<file path="config.mk">
export PLATFORM = sky130hd
export DESIGN_NAME = lmc1992_rx
export DESIGN_NICKNAME = d
export VERILOG_FILES = /design/src/rtl/lmc1992_rx.sv
export SDC_FILE = /design/constraint.sdc
export NUM_CORES = 1
export LEC_CHECK = 0
export BUFFER_PORTS_ARGS = -buffer_cell sky130_fd_sc_hd__buf_2
export CAP_MARGIN = 20
export CORE_MARGIN = 2
export CORE_UTILIZATION = 45
export CTS_CLUSTER_SIZE = 10
export DETAILED_ROUTE_END_ITERATION = 7
export PLACE_DENSITY = 0.68
export SLEW_MARGIN = 20
export SYNTH_ARGS = -nofsm -noshare
export SYNTH_HDL_FRONTEND = slang
export SYNTH_SLANG_ARGS = --single-unit
</file>
<file path="constraint.sdc">
create_clock -name clk32 -period 8.2 [get_ports clk32]
set_clock_uncertainty 0.05 [all_clocks]
set_input_delay 1.23 -clock clk32 [delete_from_list [all_inputs] [get_ports clk32]]
set_output_delay 1.23 -clock clk32 [all_outputs]
set_load 0.005 [all_outputs]
</file>
<file path="src/rtl/lmc1992_rx.sv">
// lmc1992_rx: Microwire receiver for LMC1992 command frames plus the
// master/left/right volume stage for the 8-bit DMA sound samples.
// Frames are deserialised, validated on the rising edge of mw_done and
// decoded into mixer/tone/volume registers. Samples pass through a
// three-stage attenuation pipeline producing 16-bit signed audio.
module lmc1992_rx #(
    parameter int MUTE_STEPS = 48
) (
    input  logic               clk32,
    input  logic               reset,
    input  logic               mw_stb,
    input  logic               mw_clk,
    input  logic               mw_data,
    input  logic               mw_done,
    input  logic               audio_en,
    input  logic [7:0]         audio_l_in,
    input  logic [7:0]         audio_r_in,
    output logic signed [15:0] audio_l,
    output logic signed [15:0] audio_r,
    output logic               audio_valid,
    output logic [5:0]         master_vol,
    output logic [4:0]         left_vol,
    output logic [4:0]         right_vol,
    output logic [3:0]         bass,
    output logic [3:0]         treble,
    output logic [1:0]         mix,
    output logic               frame_err
);

    localparam logic [5:0] LP_MUTE = 6'(MUTE_STEPS);

    // Total attenuation in 2 dB steps: master headroom plus channel headroom.
    function automatic logic [5:0] fn_atten(input logic [5:0] mv, input logic [4:0] cv);
        return (6'd40 - mv) + (6'd20 - {1'b0, cv});
    endfunction

    // Whole 6 dB shifts contained in the step count.
    function automatic logic [4:0] fn_k(input logic [5:0] n);
        logic [5:0] q;
        q = n / 6'd3;
        return q[4:0];
    endfunction

    // Fractional 0/2/4 dB step as a 16-bit mantissa.
    function automatic logic [16:0] fn_mant(input logic [5:0] n);
        logic [5:0] r;
        r = n % 6'd3;
        case (r)
            6'd0:    return 17'd65535;
            6'd1:    return 17'd52057;
            default: return 17'd41350;
        endcase
    endfunction

    // ---------------- Deserialiser ----------------
    logic [10:0] r_shift;
    logic [3:0]  r_cnt;
    logic        r_done_prev;
    logic        r_close;
    logic [10:0] r_frm_bits;
    logic [3:0]  r_frm_cnt;
    logic [10:0] w_shift_next;
    logic [3:0]  w_cnt_next;
    logic        w_close;

    // Next shift/count including any data bit presented this cycle.
    // NOTE: every always_comb output gets a default first so no latch is inferred.
    always_comb begin
        w_shift_next = r_shift;
        w_cnt_next   = r_cnt;
        if (mw_stb && mw_clk) begin
            w_shift_next = {r_shift[9:0], mw_data};
            if (r_cnt != 4'd15) begin
                w_cnt_next = r_cnt + 4'd1;
            end
        end
    end

    assign w_close = mw_done & ~r_done_prev;

    // Shift in masked bits; on the mw_done edge snapshot the frame and restart.
    // NOTE: sequential state uses non-blocking assignments so all flops update together.
    always_ff @(posedge clk32) begin
        if (reset) begin
            r_shift     <= '0;
            r_cnt       <= '0;
            r_done_prev <= 1'b0;
            r_close     <= 1'b0;
            r_frm_bits  <= '0;
            r_frm_cnt   <= '0;
        end else begin
            r_done_prev <= mw_done;
            r_close     <= w_close;
            if (w_close) begin
                r_frm_bits <= w_shift_next;
                r_frm_cnt  <= w_cnt_next;
                r_shift    <= '0;
                r_cnt      <= '0;
            end else begin
                r_shift <= w_shift_next;
                r_cnt   <= w_cnt_next;
            end
        end
    end

    // ---------------- Decode ----------------
    logic       w_frm_ok;
    logic [2:0] w_cmd;
    logic [5:0] w_d;
    logic [3:0] w_tone;
    logic [5:0] w_mvol;
    logic [4:0] w_cvol;

    assign w_frm_ok = (r_frm_cnt == 4'd11) && (r_frm_bits[10:9] == 2'b10);
    assign w_cmd    = r_frm_bits[8:6];
    assign w_d      = r_frm_bits[5:0];
    assign w_tone   = (w_d[3:0] > 4'd12) ? 4'd12 : w_d[3:0];
    assign w_mvol   = (w_d > 6'd40) ? 6'd40 : w_d;
    assign w_cvol   = (w_d[4:0] > 5'd20) ? 5'd20 : w_d[4:0];

    // Apply a validated frame to its register, or pulse frame_err.
    always_ff @(posedge clk32) begin
        if (reset) begin
            master_vol <= 6'd40;
            left_vol   <= 5'd20;
            right_vol  <= 5'd20;
            bass       <= 4'd6;
            treble     <= 4'd6;
            mix        <= 2'd1;
            frame_err  <= 1'b0;
        end else begin
            frame_err <= 1'b0;
            if (r_close) begin
                if (w_frm_ok) begin
                    case (w_cmd)
                        3'b000:  mix        <= w_d[1:0];
                        3'b001:  bass       <= w_tone;
                        3'b010:  treble     <= w_tone;
                        3'b011:  master_vol <= w_mvol;
                        3'b100:  right_vol  <= w_cvol;
                        3'b101:  left_vol   <= w_cvol;
                        default: ;
                    endcase
                end else begin
                    frame_err <= 1'b1;
                end
            end
        end
    end

    // ---------------- Audio pipeline ----------------
    logic [5:0]         w_n_l, w_n_r;
    logic               r_s1_valid, r_s2_valid;
    logic signed [7:0]  r_s1_s_l, r_s1_s_r;
    logic [16:0]        r_s1_m_l, r_s1_m_r;
    logic [4:0]         r_s1_k_l, r_s1_k_r, r_s2_k_l, r_s2_k_r;
    logic               r_s1_mute_l, r_s1_mute_r, r_s2_mute_l, r_s2_mute_r;
    logic signed [24:0] r_s2_p_l, r_s2_p_r;
    logic [4:0]         w_amt_l, w_amt_r;
    logic signed [24:0] w_sh_l, w_sh_r;

    assign w_n_l   = fn_atten(master_vol, left_vol);
    assign w_n_r   = fn_atten(master_vol, right_vol);
    assign w_amt_l = 5'd8 + r_s2_k_l;
    assign w_amt_r = 5'd8 + r_s2_k_r;
    assign w_sh_l  = r_s2_p_l >>> w_amt_l;
    assign w_sh_r  = r_s2_p_r >>> w_amt_r;

    // S1 samples gains, S2 multiplies, S3 shifts/mutes and presents the result.
    always_ff @(posedge clk32) begin
        if (reset) begin
            r_s1_valid  <= 1'b0;
            r_s2_valid  <= 1'b0;
            r_s1_s_l    <= '0;
            r_s1_s_r    <= '0;
            r_s1_m_l    <= '0;
            r_s1_m_r    <= '0;
            r_s1_k_l    <= '0;
            r_s1_k_r    <= '0;
            r_s1_mute_l <= 1'b0;
            r_s1_mute_r <= 1'b0;
            r_s2_p_l    <= '0;
            r_s2_p_r    <= '0;
            r_s2_k_l    <= '0;
            r_s2_k_r    <= '0;
            r_s2_mute_l <= 1'b0;
            r_s2_mute_r <= 1'b0;
            audio_l     <= '0;
            audio_r     <= '0;
            audio_valid <= 1'b0;
        end else begin
            r_s1_valid  <= audio_en;
            r_s1_s_l    <= audio_l_in ^ 8'h80;
            r_s1_s_r    <= audio_r_in ^ 8'h80;
            r_s1_m_l    <= fn_mant(w_n_l);
            r_s1_m_r    <= fn_mant(w_n_r);
            r_s1_k_l    <= fn_k(w_n_l);
            r_s1_k_r    <= fn_k(w_n_r);
            r_s1_mute_l <= (w_n_l >= LP_MUTE);
            r_s1_mute_r <= (w_n_r >= LP_MUTE);

            r_s2_valid  <= r_s1_valid;
            r_s2_p_l    <= {{17{r_s1_s_l[7]}}, r_s1_s_l} * {8'd0, r_s1_m_l};
            r_s2_p_r    <= {{17{r_s1_s_r[7]}}, r_s1_s_r} * {8'd0, r_s1_m_r};
            r_s2_k_l    <= r_s1_k_l;
            r_s2_k_r    <= r_s1_k_r;
            r_s2_mute_l <= r_s1_mute_l;
            r_s2_mute_r <= r_s1_mute_r;

            audio_valid <= r_s2_valid;
            if (r_s2_valid) begin
                audio_l <= r_s2_mute_l ? 16'sd0 : w_sh_l[15:0];
                audio_r <= r_s2_mute_r ? 16'sd0 : w_sh_r[15:0];
            end
        end
    end

endmodule

</file>
# == After elaboration in Yosys (flattened, before gate mapping) ==
# Index checks and enable logic that the tools add are counted.
# Widths: inputs -> output; s select.
# word_totals
regBits,218
in_bits,23
# classes
n_addsub,8
multipliers,2
n_div,4
magnitude_cmp,5
eq_ne,10
shift,2
mux,11
bitwise,5
reduce_logical,13
# ops
operator,n
$pmux 15 s2,2
$mul 8x18->25,2
$sshr 25x5->16,2
$mux 16,2
$reduce_and 3->1,6
$add 6x6->6,2
$div 6x2->6 const B,2
$eq 6x1->1 const B,2
$ge 6x6->1 const B,2
$logic_not 6->1,2
$mod 6x2->6 const B,2
$mux 4,3
$sub 5x5->6 const A,2
$mux 11,1
$add 4x5->5 const A,2
$eq 3x2->1 const B,2
$eq 3x3->1 const B,2
$gt 6x6->1 const B,1
$mux 6,1
$sub 6x6->6 const A,1
$gt 5x5->1 const B,1
$mux 5,1
$add 4x1->4 const B,1
$eq 4x4->1 const B,1
other kinds (10),15

# == Longest topological paths before layout ==
# depth
word_depth,5
mapped_depth,29

# == Least setup slack after synthesis ==
# Ideal clock, no wire load.
# synth_timing
path_kind,register -> register
start,register master_vol[0]
end,register r_s1_m_l[12]
setup_ns,0.061
arrival_time_ns,5.042
required_ns,8.089
setup_slack_ns,3.047
stages_incl_launch_ff,25
synth_period_minus_slack_ns,5.153
cell_sequence,dfxtp_1 -> o31a_1 -> or2_2 -> ha_1 -> ha_1 -> a21oi_1 -> and2_0 -> clkbuf_1 -> xnor3_1 -> a211oi_1 -> a211oi_2 -> inv_1 -> ha_1 -> clkbuf_1 -> nor2_1 -> o211a_1 -> or2_1 -> clkbuf_1 -> o211ai_1 -> o21ai_0 -> ha_1 -> a21oi_2 -> mux2i_1 -> o211a_1 -> and4bb_1
# synth_via
elab_chain_cells,5
# synth_lines
element,line,source
start: declaration,21,"output logic [5:0] master_vol,"
start signal: assignment,139,3'b011: master_vol <= w_mvol;
$sub 6x6->6 *,34,"return (6'd40 - mv) + (6'd20 - {1'b0, cv});"
$add 6x6->6 *,34,
$mod 6x2->6 *,47,r = n % 6'd3;
$eq 6x1->1 or $logic_not 6->1 (tied branches),48,case (r)
$pmux 15 s2 *,48,
end signal: assignment,195,r_s1_m_l <= fn_mant(w_n_l);
end: declaration,155,"logic [16:0] r_s1_m_l, r_s1_m_r;"
# Mark *: on every way between the ends. The rest lies on a longest branch, timed or not.
# A chain may end at the register's enable or synchronous reset.

# == Final worst setup path ==
# layout_timing
start,register master_vol[0]
end,register r_s1_m_r[14]
# layout_via
elab_chain_cells,5
# layout_lines
element,line,source
$sub 6x6->6 *,34,
$add 6x6->6 *,34,
$mod 6x2->6 *,47,
$eq 6x1->1 or $logic_not 6->1 (tied branches),48,
$pmux 15 s2 *,48,
end signal: assignment,196,r_s1_m_r <= fn_mant(w_n_r);
end: declaration,155,
# Marks and branches as above.

==> key figures <==
Status
  • Outcome: completed

Power and ir drop
  • Net Switching: 1.07 mW
  • Worst IR drop on VDD: 0.000155 V
  • Sw Share: 35.0%
  • Comb power frac: 37.6%
  • Leak: 8.30 nW
  • Clock power share: 27.1%
  • PD cells: 169 nW/µm²
  • Seq pwr share: 35.3%
  • Power Total: 3.04 mW
  • Internal: 1.98 mW

Cells and area
  • Area grow syn2layout: 7.63%
  • Fin nets: 2169
  • Share of cells above drive strength 1: 10.4%
  • # diodes: 0
  • Layout Utilization: 49.2%
  • Fill count: 3469

Setup path
  • Kind of start point of the critical path: flip-flop
  • WP data required: 8.54 ns
  • Setup slack, reg-to-reg: 2.56 ns
  • Worst reg2reg path depth: 26
  • Crit Path Category: flip-flop to flip-flop
  • R2R Path End: r_s1_m_r[14]$_SDFF_PP0_
  • Largest fanout on the critical path: 9
  • Worst path arrival time: 5.98 ns
  • FF-to-FF Start: master_vol[0]$_SDFFE_PP0P_
  • Crit path capture type: flip-flop

Place
  • PortBufs: 82
  • Placement Setup Slack: 2.64 ns
  • Post-DP HPWL: 30700 µm
  • Routability cong.: 0.957

CTS
  • CTS sink cnt: 191
  • Num CTS Buffers: 17
  • H-Tree Depth: 4
  • CTS resizes: 0
  • Setup bufs post-CTS: 0
  • CTS tree: yes
  • Max clock buf depth: 2
  • Root Buffer: clkbuf_16
  • Hold-fix buffers, CTS: 0
  • Clk slew on worst S/H paths: 0.07 ns
  • Clk_lat worst skew: 0.45 ns

Route
  • Antenna Nets Post-Route: 0
  • Drt first pass iters: 5
  • DRT iter0 DRCs: 672
  • Routed WL per cell: 16.3 µm
  • Vias per cell: 5.37
  • Total wire length: 37900 µm
  • Vias: 12500
  • DRC violations left: 0

Global route
  • GR Util All Layers: 20.3%
  • Pin count of the biggest net entering global routing: 102
  • Overflow after GRT: 0
  • First-pass GRT wire length: 63500 µm
  • Vias in the first global route: 12500
  • Initial antenna violation count: 2

Timing
  • Fin worst setup slack: 2.56 ns
  • Crit path time final: 5.64 ns
  • Final hold violation count: 0
  • Final setup violation count: 0
  • Tcrit/Tclk final: 68.8%
  • Post-Route Setup TNS: 0 ns
  • Slew Limit Fails: 0
  • WHS: 0.398 ns
  • RSZ-0062 raised after global routing: no
  • Max-Slew Margin vs Limit: 28.8%
  • Fmax: 177 MHz
  • Tightest Pin Transition: 1.07 ns

Floorplanning
  • I/O pins: 83
  • Row count: 70
  • Die Y: 197 µm
  • Die X: 197 µm
  • Core box area: 36600 µm²
  • Die area: 38700 µm²
  • Initial core utilization: 45.7%

Worst hold path
  • Worst Hold End: r_s2_valid$_SDFF_PP0_
  • HP Class: flip-flop to flip-flop
  • Hold_sp: r_s1_valid$_SDFF_PP0_
  • Hold depth: 1

Synthesis
  • Post-Synthesis Cell Area: 16700 µm²
  • Post-synth EDFFs: 0
  • Cell taking the most area after synthesis: dfxtp_1
  • Distinct cells, synth: 80
  • Post-Synthesis Cells: 1818
  • Post-synth top area share: 22.8%
  • Syn. warnings: 0
  • Yosys reg bits: 191
  • Seq/Total Area, Yosys: 22.8%
  • Ys flop type: dfxtp_1
  • Syn_area_per_cell: 9.21 µm²
  • Synth top cells by count: 192 x inv_1, 191 x dfxtp_1, 164 x fa_1, 138 x ha_1, 137 x nand2_1
  • Post-synth ARST share: 0%
  • Synth area leaders: dfxtp_1 23%, fa_1 20%, ha_1 10%, inv_1 4.3%, mux4_2 4.0%
  • Nets in the synthesized netlist: 2143
  • Count leader, synth: inv_1

Flow run
  • Max Cap Viol: 0
## how the worst max path moves through the flow
stage / to / from / cells past startpoint / slack, ns
after floorplan: r_s1_m_l[12]$_SDFF_PP0_ / master_vol[0]$_SDFFE_PP0P_ / 24 / 3.05
after global placement: r_s2_p_l[21]$_SDFF_PP0_ / r_s1_s_l[7]$_SDFF_PP0_ / 17 / 2.76
after detailed placement: r_s2_p_r[24]$_SDFF_PP0_ / r_s1_s_r[7]$_SDFF_PP0_ / 17 / 2.64
after CTS: r_s1_m_l[12]$_SDFF_PP0_ / master_vol[0]$_SDFFE_PP0P_ / 21 / 2.64
after global routing: r_s1_m_r[14]$_SDFF_PP0_ / master_vol[0]$_SDFFE_PP0P_ / 26 / 2.09
final: r_s1_m_r[14]$_SDFF_PP0_ / master_vol[0]$_SDFFE_PP0P_ / 26 / 2.56
## metal layers
layer | up-vias | share of wire (%) | GRT usage, %
met1 | 5943 | 47 | 27.5
li1 | 6217 | - | -
met2 | 282 | 47 | 33.9
met4 | 4 | 1.6 | 5.18
met3 | 40 | 4.5 | 3.35
met5 | - | 0.055 | 0
## area by class of cell
class,instances,area (µm²),share of cell area (%)
multi-input cells,1354,11800,65.8
flip-flops and latches,191,3830,21.2
inverters,194,728,4.04
well taps,468,586,3.25
clock buffers,20,457,2.54
repair buffers,86,443,2.46
clock inverters,12,124,0.688
## logic make-up (layout without fill, tap and decap cells)
| group | Yosys count | count (layout) | synth area share (%) |
|---|---|---|---|
| muxes | 98 | 98 | 8.19 |
| DFF | 191 | 191 | 22.8 |
| adders and majority gates | 303 | 303 | 30.0 |
| AOI/OAI and AO/OA | 346 | 346 | 13.1 |
| buffers and inverters | 273 | 312 | 6.41 |
| xor gates and xnor gates | 45 | 45 | 2.61 |
| and+or+nand+nor | 562 | 562 | 16.8 |
## through the flow
stage / instance area, µm² / std cells
finish: 18000 / 2325
global route: 18000 / 2325
CTS: 18000 / 2325
detailed placement: 17400 / 2293
global placement: 17400 / 2293
floorplan: 16700 / 1818
## cells in the final DEF, fill, tap and decap left out, types with 7 or more instances in the layout
cell and n:
inv_1 192, dfxtp_1 189, fa_1 164, ha_1 138, nand2_1 137, nor2_1 121, a21oi_1 102, o21ai_0 97
buf_2 81, nor2b_1 79, mux2i_1 56, and2_1 54, nand3_1 44, nor3_1 32, mux4_2 30, nand2b_1 29
xnor2_1 23, o211ai_1 22, o21a_1 20, xor2_1 19, clkbuf_16 17, a21o_1 15, a211oi_1 15, or3_1 13
mux2_2 12, nor4_1 11, o221ai_1 11, or2_2 10, a31oi_1 9, and3_1 8, nand4_1 7
## sequential cells by signal, indices dropped and copies added, names as in the netlist, 8 cells and up
| register | flops |
|---|---|
| r_s1_s_l | 8 |
| audio_l | 16 |
| audio_r | 16 |
| r_s2_p_r | 25 |
| r_s2_p_l | 25 |
| r_shift | 11 |
| r_frm_bits | 11 |
| r_s1_s_r | 8 |
## critical path, cell delays in order (launching register included)
cell and delay [ns]:
dfxtp_1 0.35, inv_1 0.12, ha_1 0.19, inv_1 0.05, o21ai_0 0.23, xor2_1 0.26, ha_1 0.28, inv_1 0.06
ha_1 0.31, a21oi_1 0.22, nand3_1 0.15, a211oi_2 0.59, a211oi_1 0.11, o21ai_0 0.37, nand2_1 0.16, inv_1 0.13
ha_1 0.33, nor2_1 0.13, a21oi_1 0.18, nor2_1 0.10, ha_1 0.26, inv_1 0.09, nand2_1 0.07, o221ai_2 0.17
nor3_2 0.07, a2111oi_2 0.38, and2_1 0.19
## power groups by stage
stage / Combinational [mW] / Sequential [mW] / Clock, mW
after CTS: 1.15 / 1.07 / 0.850
after global placement: 1.12 / 1.09 / 0
after global routing: 1.31 / 1.09 / 0.890
after floorplan: 0.906 / 1.07 / 0
after detailed placement: 1.14 / 1.10 / 0
final: 1.14 / 1.07 / 0.824
Note: power is estimated with default switching activity, not from simulation.
